===== src/rtl/keypad_scan_controller.sv =====
// 4x4 keypad column scanner with row synchroniser, press/release debounce and registered key code.
// Optional held-key auto-repeat is compiled in when KEYPAD_AUTOREPEAT_EN is defined.
module keypad_scan_controller #(
  parameter int SCAN_DIV        = 50000,
  parameter int DEBOUNCE_CYCLES = 500000,
  parameter int REPEAT_CYCLES   = 25000000
) (
  input  logic       clk,
  input  logic       resetN,
  input  logic [3:0] rowIn,
  output logic [3:0] colDrive,
  output logic [7:0] eightBitButton,
  output logic       validPress,
  output logic       keyHeld
);

  localparam int MAX_AB = (SCAN_DIV > DEBOUNCE_CYCLES) ? SCAN_DIV : DEBOUNCE_CYCLES;
  localparam int MAX_C  = (MAX_AB > REPEAT_CYCLES) ? MAX_AB : REPEAT_CYCLES;
  localparam int CW     = $clog2(MAX_C + 1);

  localparam logic [CW-1:0] CNT_SAT   = {CW{1'b1}};
  localparam logic [CW-1:0] SCAN_LAST = CW'(SCAN_DIV - 1);
  // Sample that enters DEBOUNCE/RELEASE is the first stable one, so acceptance fires one count early.
  localparam logic [CW-1:0] DEB_LAST  = CW'(DEBOUNCE_CYCLES - 2);
`ifdef KEYPAD_AUTOREPEAT_EN
  localparam logic [CW-1:0] REP_LAST  = CW'(REPEAT_CYCLES - 1);
`endif

  typedef enum logic [1:0] {SCAN, DEBOUNCE, PRESSED, RELEASE} state_t;

  state_t        state_q, state_d;
  logic [3:0]    sync1_q, row_sync_q;
  logic [3:0]    col_q, col_d;
  logic [3:0]    cap_q, cap_d;
  logic [7:0]    button_q, button_d;
  logic          valid_q, valid_d;
  logic          held_q, held_d;
  logic [CW-1:0] scan_cnt_q, scan_cnt_d;
  logic [CW-1:0] deb_cnt_q, deb_cnt_d;
`ifdef KEYPAD_AUTOREPEAT_EN
  logic [CW-1:0] rep_cnt_q, rep_cnt_d;
`endif

  function automatic logic [CW-1:0] sat_inc(input logic [CW-1:0] v);
    return (v == CNT_SAT) ? v : v + CW'(1);
  endfunction

  function automatic logic one_zero(input logic [3:0] r);
    return (r == 4'b1110) || (r == 4'b1101) || (r == 4'b1011) || (r == 4'b0111);
  endfunction

  // Next-state and next-output computation for the scan/debounce FSM.
  always_comb begin
    state_d    = state_q;
    col_d      = col_q;
    cap_d      = cap_q;
    button_d   = button_q;
    valid_d    = 1'b0;
    held_d     = held_q;
    scan_cnt_d = scan_cnt_q;
    deb_cnt_d  = deb_cnt_q;
`ifdef KEYPAD_AUTOREPEAT_EN
    rep_cnt_d  = '0;
`endif
    case (state_q)
      SCAN: begin
        if (one_zero(row_sync_q)) begin
          state_d   = DEBOUNCE;
          deb_cnt_d = '0;
          cap_d     = row_sync_q;
        end else if (scan_cnt_q == SCAN_LAST) begin
          col_d      = {col_q[0], col_q[3:1]};
          scan_cnt_d = '0;
        end else begin
          scan_cnt_d = sat_inc(scan_cnt_q);
        end
      end
      DEBOUNCE: begin
        if (row_sync_q != cap_q) begin
          state_d    = SCAN;
          scan_cnt_d = '0;
          deb_cnt_d  = '0;
        end else if (deb_cnt_q == DEB_LAST) begin
          state_d   = PRESSED;
          button_d  = {col_q, row_sync_q};
          valid_d   = 1'b1;
          held_d    = 1'b1;
          deb_cnt_d = sat_inc(deb_cnt_q);
        end else begin
          deb_cnt_d = sat_inc(deb_cnt_q);
        end
      end
      PRESSED: begin
        if (row_sync_q == 4'b1111) begin
          state_d   = RELEASE;
          deb_cnt_d = '0;
        end else begin
          state_d = PRESSED;
`ifdef KEYPAD_AUTOREPEAT_EN
          if (rep_cnt_q == REP_LAST) begin
            valid_d   = 1'b1;
            rep_cnt_d = '0;
          end else begin
            rep_cnt_d = sat_inc(rep_cnt_q);
          end
`endif
        end
      end
      RELEASE: begin
        if (row_sync_q != 4'b1111) begin
          state_d   = PRESSED;
          deb_cnt_d = '0;
        end else if (deb_cnt_q == DEB_LAST) begin
          // Resume scanning on the column after the one that held the key.
          state_d    = SCAN;
          held_d     = 1'b0;
          col_d      = {col_q[0], col_q[3:1]};
          scan_cnt_d = '0;
          deb_cnt_d  = sat_inc(deb_cnt_q);
        end else begin
          deb_cnt_d = sat_inc(deb_cnt_q);
        end
      end
      default: begin
        state_d    = SCAN;
        col_d      = 4'b0111;
        held_d     = 1'b0;
        scan_cnt_d = '0;
        deb_cnt_d  = '0;
      end
    endcase
  end

  // State, synchroniser and output registers with synchronous active-low reset.
  always_ff @(posedge clk) begin
    if (!resetN) begin
      sync1_q    <= 4'b1111;
      row_sync_q <= 4'b1111;
      state_q    <= SCAN;
      col_q      <= 4'b0111;
      cap_q      <= 4'b1111;
      button_q   <= 8'hFF;
      valid_q    <= 1'b0;
      held_q     <= 1'b0;
      scan_cnt_q <= '0;
      deb_cnt_q  <= '0;
`ifdef KEYPAD_AUTOREPEAT_EN
      rep_cnt_q  <= '0;
`endif
    end else begin
      sync1_q    <= rowIn;
      row_sync_q <= sync1_q;
      state_q    <= state_d;
      col_q      <= col_d;
      cap_q      <= cap_d;
      button_q   <= button_d;
      valid_q    <= valid_d;
      held_q     <= held_d;
      scan_cnt_q <= scan_cnt_d;
      deb_cnt_q  <= deb_cnt_d;
`ifdef KEYPAD_AUTOREPEAT_EN
      rep_cnt_q  <= rep_cnt_d;
`endif
    end
  end

  assign colDrive       = col_q;
  assign eightBitButton = button_q;
  assign validPress     = valid_q;
  assign keyHeld        = held_q;

endmodule

===== config.mk =====
export PLATFORM = sky130hd
export DESIGN_NAME = keypad_scan_controller
export DESIGN_NICKNAME = d
export VERILOG_FILES = /design/src/rtl/keypad_scan_controller.sv
export SDC_FILE = /design/constraint.sdc
export NUM_CORES = 1
export LEC_CHECK = 0
export CAP_MARGIN = 5
export CELL_PAD_IN_SITES_DETAIL_PLACEMENT = 0
export CELL_PAD_IN_SITES_GLOBAL_PLACEMENT = 1
export CORE_AREA = 2 2 100 102
export CTS_BUF_LIST = sky130_fd_sc_hd__clkbuf_4 sky130_fd_sc_hd__clkbuf_8
export DETAILED_ROUTE_END_ITERATION = 10
export DIE_AREA = 0 0 102 104
export GPL_TIMING_DRIVEN = 0
export PLACE_DENSITY = 0.82
export SKIP_CTS_REPAIR_TIMING = 1
export SYNTH_ARGS = -nofsm -noshare
export SYNTH_HDL_FRONTEND = slang
export SYNTH_SLANG_ARGS = --single-unit

===== constraint.sdc =====
create_clock -name clk -period 2.35 [get_ports clk]
set_clock_uncertainty 0.2 [all_clocks]
set_input_delay 0.47 -clock clk [delete_from_list [all_inputs] [get_ports clk]]
set_output_delay 0.47 -clock clk [all_outputs]
set_load 0.01 [all_outputs]

==> results by group <==
Yosys
  – Syn_area_per_cell: 8.36 um^2
  – Top post-synthesis cells by count: dfxtp_1 (78), nor2_1 (53), nand2_1 (44)
  – Top FF cell, synth: dfxtp_1
  – Synth unique cells: 52
  – Post-Syn Instances: 476
  – Sequential share of the synthesized area: 39.2%
  – Post-synth top area cell: dfxtp_1
  – Synth async-reset ratio: 0%
  – Yosys top cell area share: 39.2%
  – Top cells by area, synth: dfxtp_1 (39%), nor2_1 (5.0%), xnor2_1 (4.2%)
  – Count leader, synth: dfxtp_1
  – EDFF count, synth: 0
  – Synth Warn #: 0
  – Synth Cell Area: 0.00398 mm^2
  – Post-synthesis net count: 485
  – Yosys reg bits: 78

Clock network
  – Clock transition at the registers of the reported paths: 0.08 ns
  – Clock latency on the worst-skew pair: 0.37 ns
  – H-tree depth: 3
  – TritonCTS clock tree: done
  – CTS Sinks: 78
  – Root Driver: clkbuf_8
  – Longest Clk Path Bufs: 2
  – CTS Buf Count: 9

GRT
  – Vias in the first global route: 3,498
  – Initial antenna violation count: 0
  – Largest net degree at the start of global routing: 13
  – Global route overflow: 0
  – Gr usage total: 20.3%
  – First-pass GRT wire length: 17,200 um

Worst setup path
  – Worst reg2reg path startpoint: scan_cnt_q[23]$_SDFFE_PN0P_
  – Reg2Reg Depth: 6
  – Critical Path Slowest Stage Cell: or4_4
  – WP data arrival: 2.55 ns
  – Crit-path most repeated cell: or4_4
  – Worst r2r dst: colDrive[2]$_SDFFE_PN1P_
  – Worst path required time: 2.39 ns
  – Startpoint types: flip-flop
  – Worst reg2reg setup slack: -0.16 ns
  – Critical path, cell by cell: or4_4, or4_4, o41ai_4, buf_4, mux2i_2, nand2_1
  – WS Path Type: flip-flop to flip-flop
  – Crit. End Element: flip-flop
  – CP max FO: 4
  – Slowest stage delay, CP: 0.58 ns

Timing
  – RSZ-0062 raised after global routing: yes
  – Endpoints failing hold: 0
  – Max Slew Vio Count: 0
  – Final min period: 2.51 ns
  – Final worst slack: -0.161 ns
  – Relative slew slack: 63.9%
  – Period utilisation layout: 107%
  – # setup viols final: 15
  – Setup TNS: -0.971 ns
  – Worst Tran Pin Value: 0.541 ns
  – FMAX: 398 MHz
  – Minimum hold slack: 0.209 ns

Drt
  – WL per Instance: 16.3 um
  – Antenna viol nets, final: 0
  – Routed Wire Length: 10,800 um
  – Via/cell ratio: 5.75
  – DR iter-0 viols: 235
  – Drc violations: 0
  – Initial DRT Pass Iterations: 5
  – DR vias: 3,824

Floorplan
  – IO Pins: 20
  – CORE AREA: 0.00955 mm^2
  – Die area: 0.0106 mm^2
  – Die Span Y: 104 um
  – Row count: 36
  – Starting Density: 41.7%
  – DIE WIDTH: 102 um

Finish
  – Nets: 536
  – Area added between synthesis and finish: 28.0%
  – Ant. Diodes: 0
  – Share of layout cells above drive strength 1: 21.6%
  – Cell Count, Final, Fillers Out: 665
  – Layout fillers: 925
  – Cell area after layout: 0.00509 mm^2

Min path
  – WHS Path Cells: 1
  – Hold path startpoint: sync1_q[3]$_SDFF_PN1_
  – Worst hold path type: flip-flop to flip-flop
  – Hold EP: row_sync_q[3]$_SDFF_PN1_

Placement
  – Port Buffer Count: 18
  – GP Congestion: 0.886
  – Hpwl dp: 7120 um
  – Dpl cell area: 0.00435 mm^2
  – DP Cell Count: 627

Pwr
  – Total power: 2.89 mW
  – LEAKAGE: 1.75 nW
  – Worst vdd ir: 0.452 mV
  – Power Dens Cells: 567 mW/mm^2

Run
  – Max Cap Viol: 0

Outcome
  – Status: finished with violations
  – Failing checks: setup timing
worst max-delay path: cells and delay by family (launching register included):
family	cells	cell delay [ns]
buffers and inverters	1	0.20
muxes	1	0.23
and+or+nand+nor	3	1.19
DFF	1	0.35
AOI/OAI and AO/OA	1	0.22
cell usage in the layout (no fill, tap or decap), drive strengths merged, types with 16 or more instances in the layout:
master / count
dfxtp: 78
nor2: 53
nand2: 44
buf: 37
clkbuf: 26
o211ai: 22
nand3: 20
xnor2: 19
clkdlybuf4s50: 18
nor3: 18
a21oi: 16
nand4: 16
nor4: 16
o21ai: 16
cell type report:
| cell class | instances | area, um^2 | share of cell area [%] |
|---|---|---|---|
| buffer | 25 | 179 | 3.51 |
| clock buffer | 12 | 159 | 3.12 |
| clock inverter | 4 | 45.0 | 0.885 |
| inverter | 9 | 33.8 | 0.664 |
| multi-input combinational | 360 | 2500 | 49.2 |
| sequential | 78 | 1590 | 31.3 |
| tap | 133 | 166 | 3.27 |
| timing repair buffer | 44 | 409 | 8.04 |
sequential cells by signal, summed over array words and instances, names as in the netlist:
name	count
cap_q	4
colDrive	4
deb_cnt_q	25
eightBitButton	8
keyHeld	1
row_sync_q	4
scan_cnt_q	25
state_q	2
sync1_q	4
validPress	1
per-layer routing:
layer	track usage [%]	wire length [um]
met5	0	0
met1	28.3	5000
met2	30.3	4910
met3	4.97	616
met4	7.33	298
kinds of logic (layout without fill, tap and decap cells):
| family | count (synthesis) | after routing | share of synthesized area, % |
|---|---|---|---|
| AO/OA/AOI/OAI | 96 | 96 | 17.3 |
| XOR/XNOR | 23 | 23 | 5.06 |
| adder cells (fa/ha/maj) | 3 | 3 | 0.943 |
| buffers and inverters | 38 | 94 | 3.90 |
| flip-flops | 78 | 78 | 39.2 |
| multiplexers | 13 | 13 | 3.33 |
| AND/OR/NAND/NOR | 225 | 225 | 30.2 |
worst max path at each step:
stage	start	to	slack, ns	cells after the start
floorplan	scan_cnt_q[18]$_SDFFE_PN0P_	colDrive[0]$_SDFFE_PN1P_	-0.02	7
global placement	scan_cnt_q[11]$_SDFFE_PN0P_	scan_cnt_q[23]$_SDFFE_PN0P_	-0.62	8
detailed placement	scan_cnt_q[11]$_SDFFE_PN0P_	scan_cnt_q[7]$_SDFFE_PN0P_	-0.67	8
CTS	scan_cnt_q[11]$_SDFFE_PN0P_	scan_cnt_q[7]$_SDFFE_PN0P_	-0.69	8
global route	scan_cnt_q[8]$_SDFFE_PN0P_	colDrive[2]$_SDFFE_PN1P_	-0.24	7
finish	scan_cnt_q[23]$_SDFFE_PN0P_	colDrive[2]$_SDFFE_PN1P_	-0.16	6
where the power goes:
part / switching, mW / total [mW] / leakage [nW] / internal [mW]
combinational: 0.281 / 0.469 / 1.00 / 0.188
clock: 0.495 / 1.05 / 0.110 / 0.556
sequential: 0.0269 / 1.37 / 0.640 / 1.34
total: 0.803 / 2.89 / 1.75 / 2.09
metrics by stage:
stage               util (%)  worst slack (ns)
global placement        45.5            -0.624
floorplan                  -           -0.0249
finish                  53.3            -0.161
global route            53.3            -0.239
detailed placement      45.5            -0.667
CTS                     47.6            -0.695
Power figures use the tool's default switching activity.
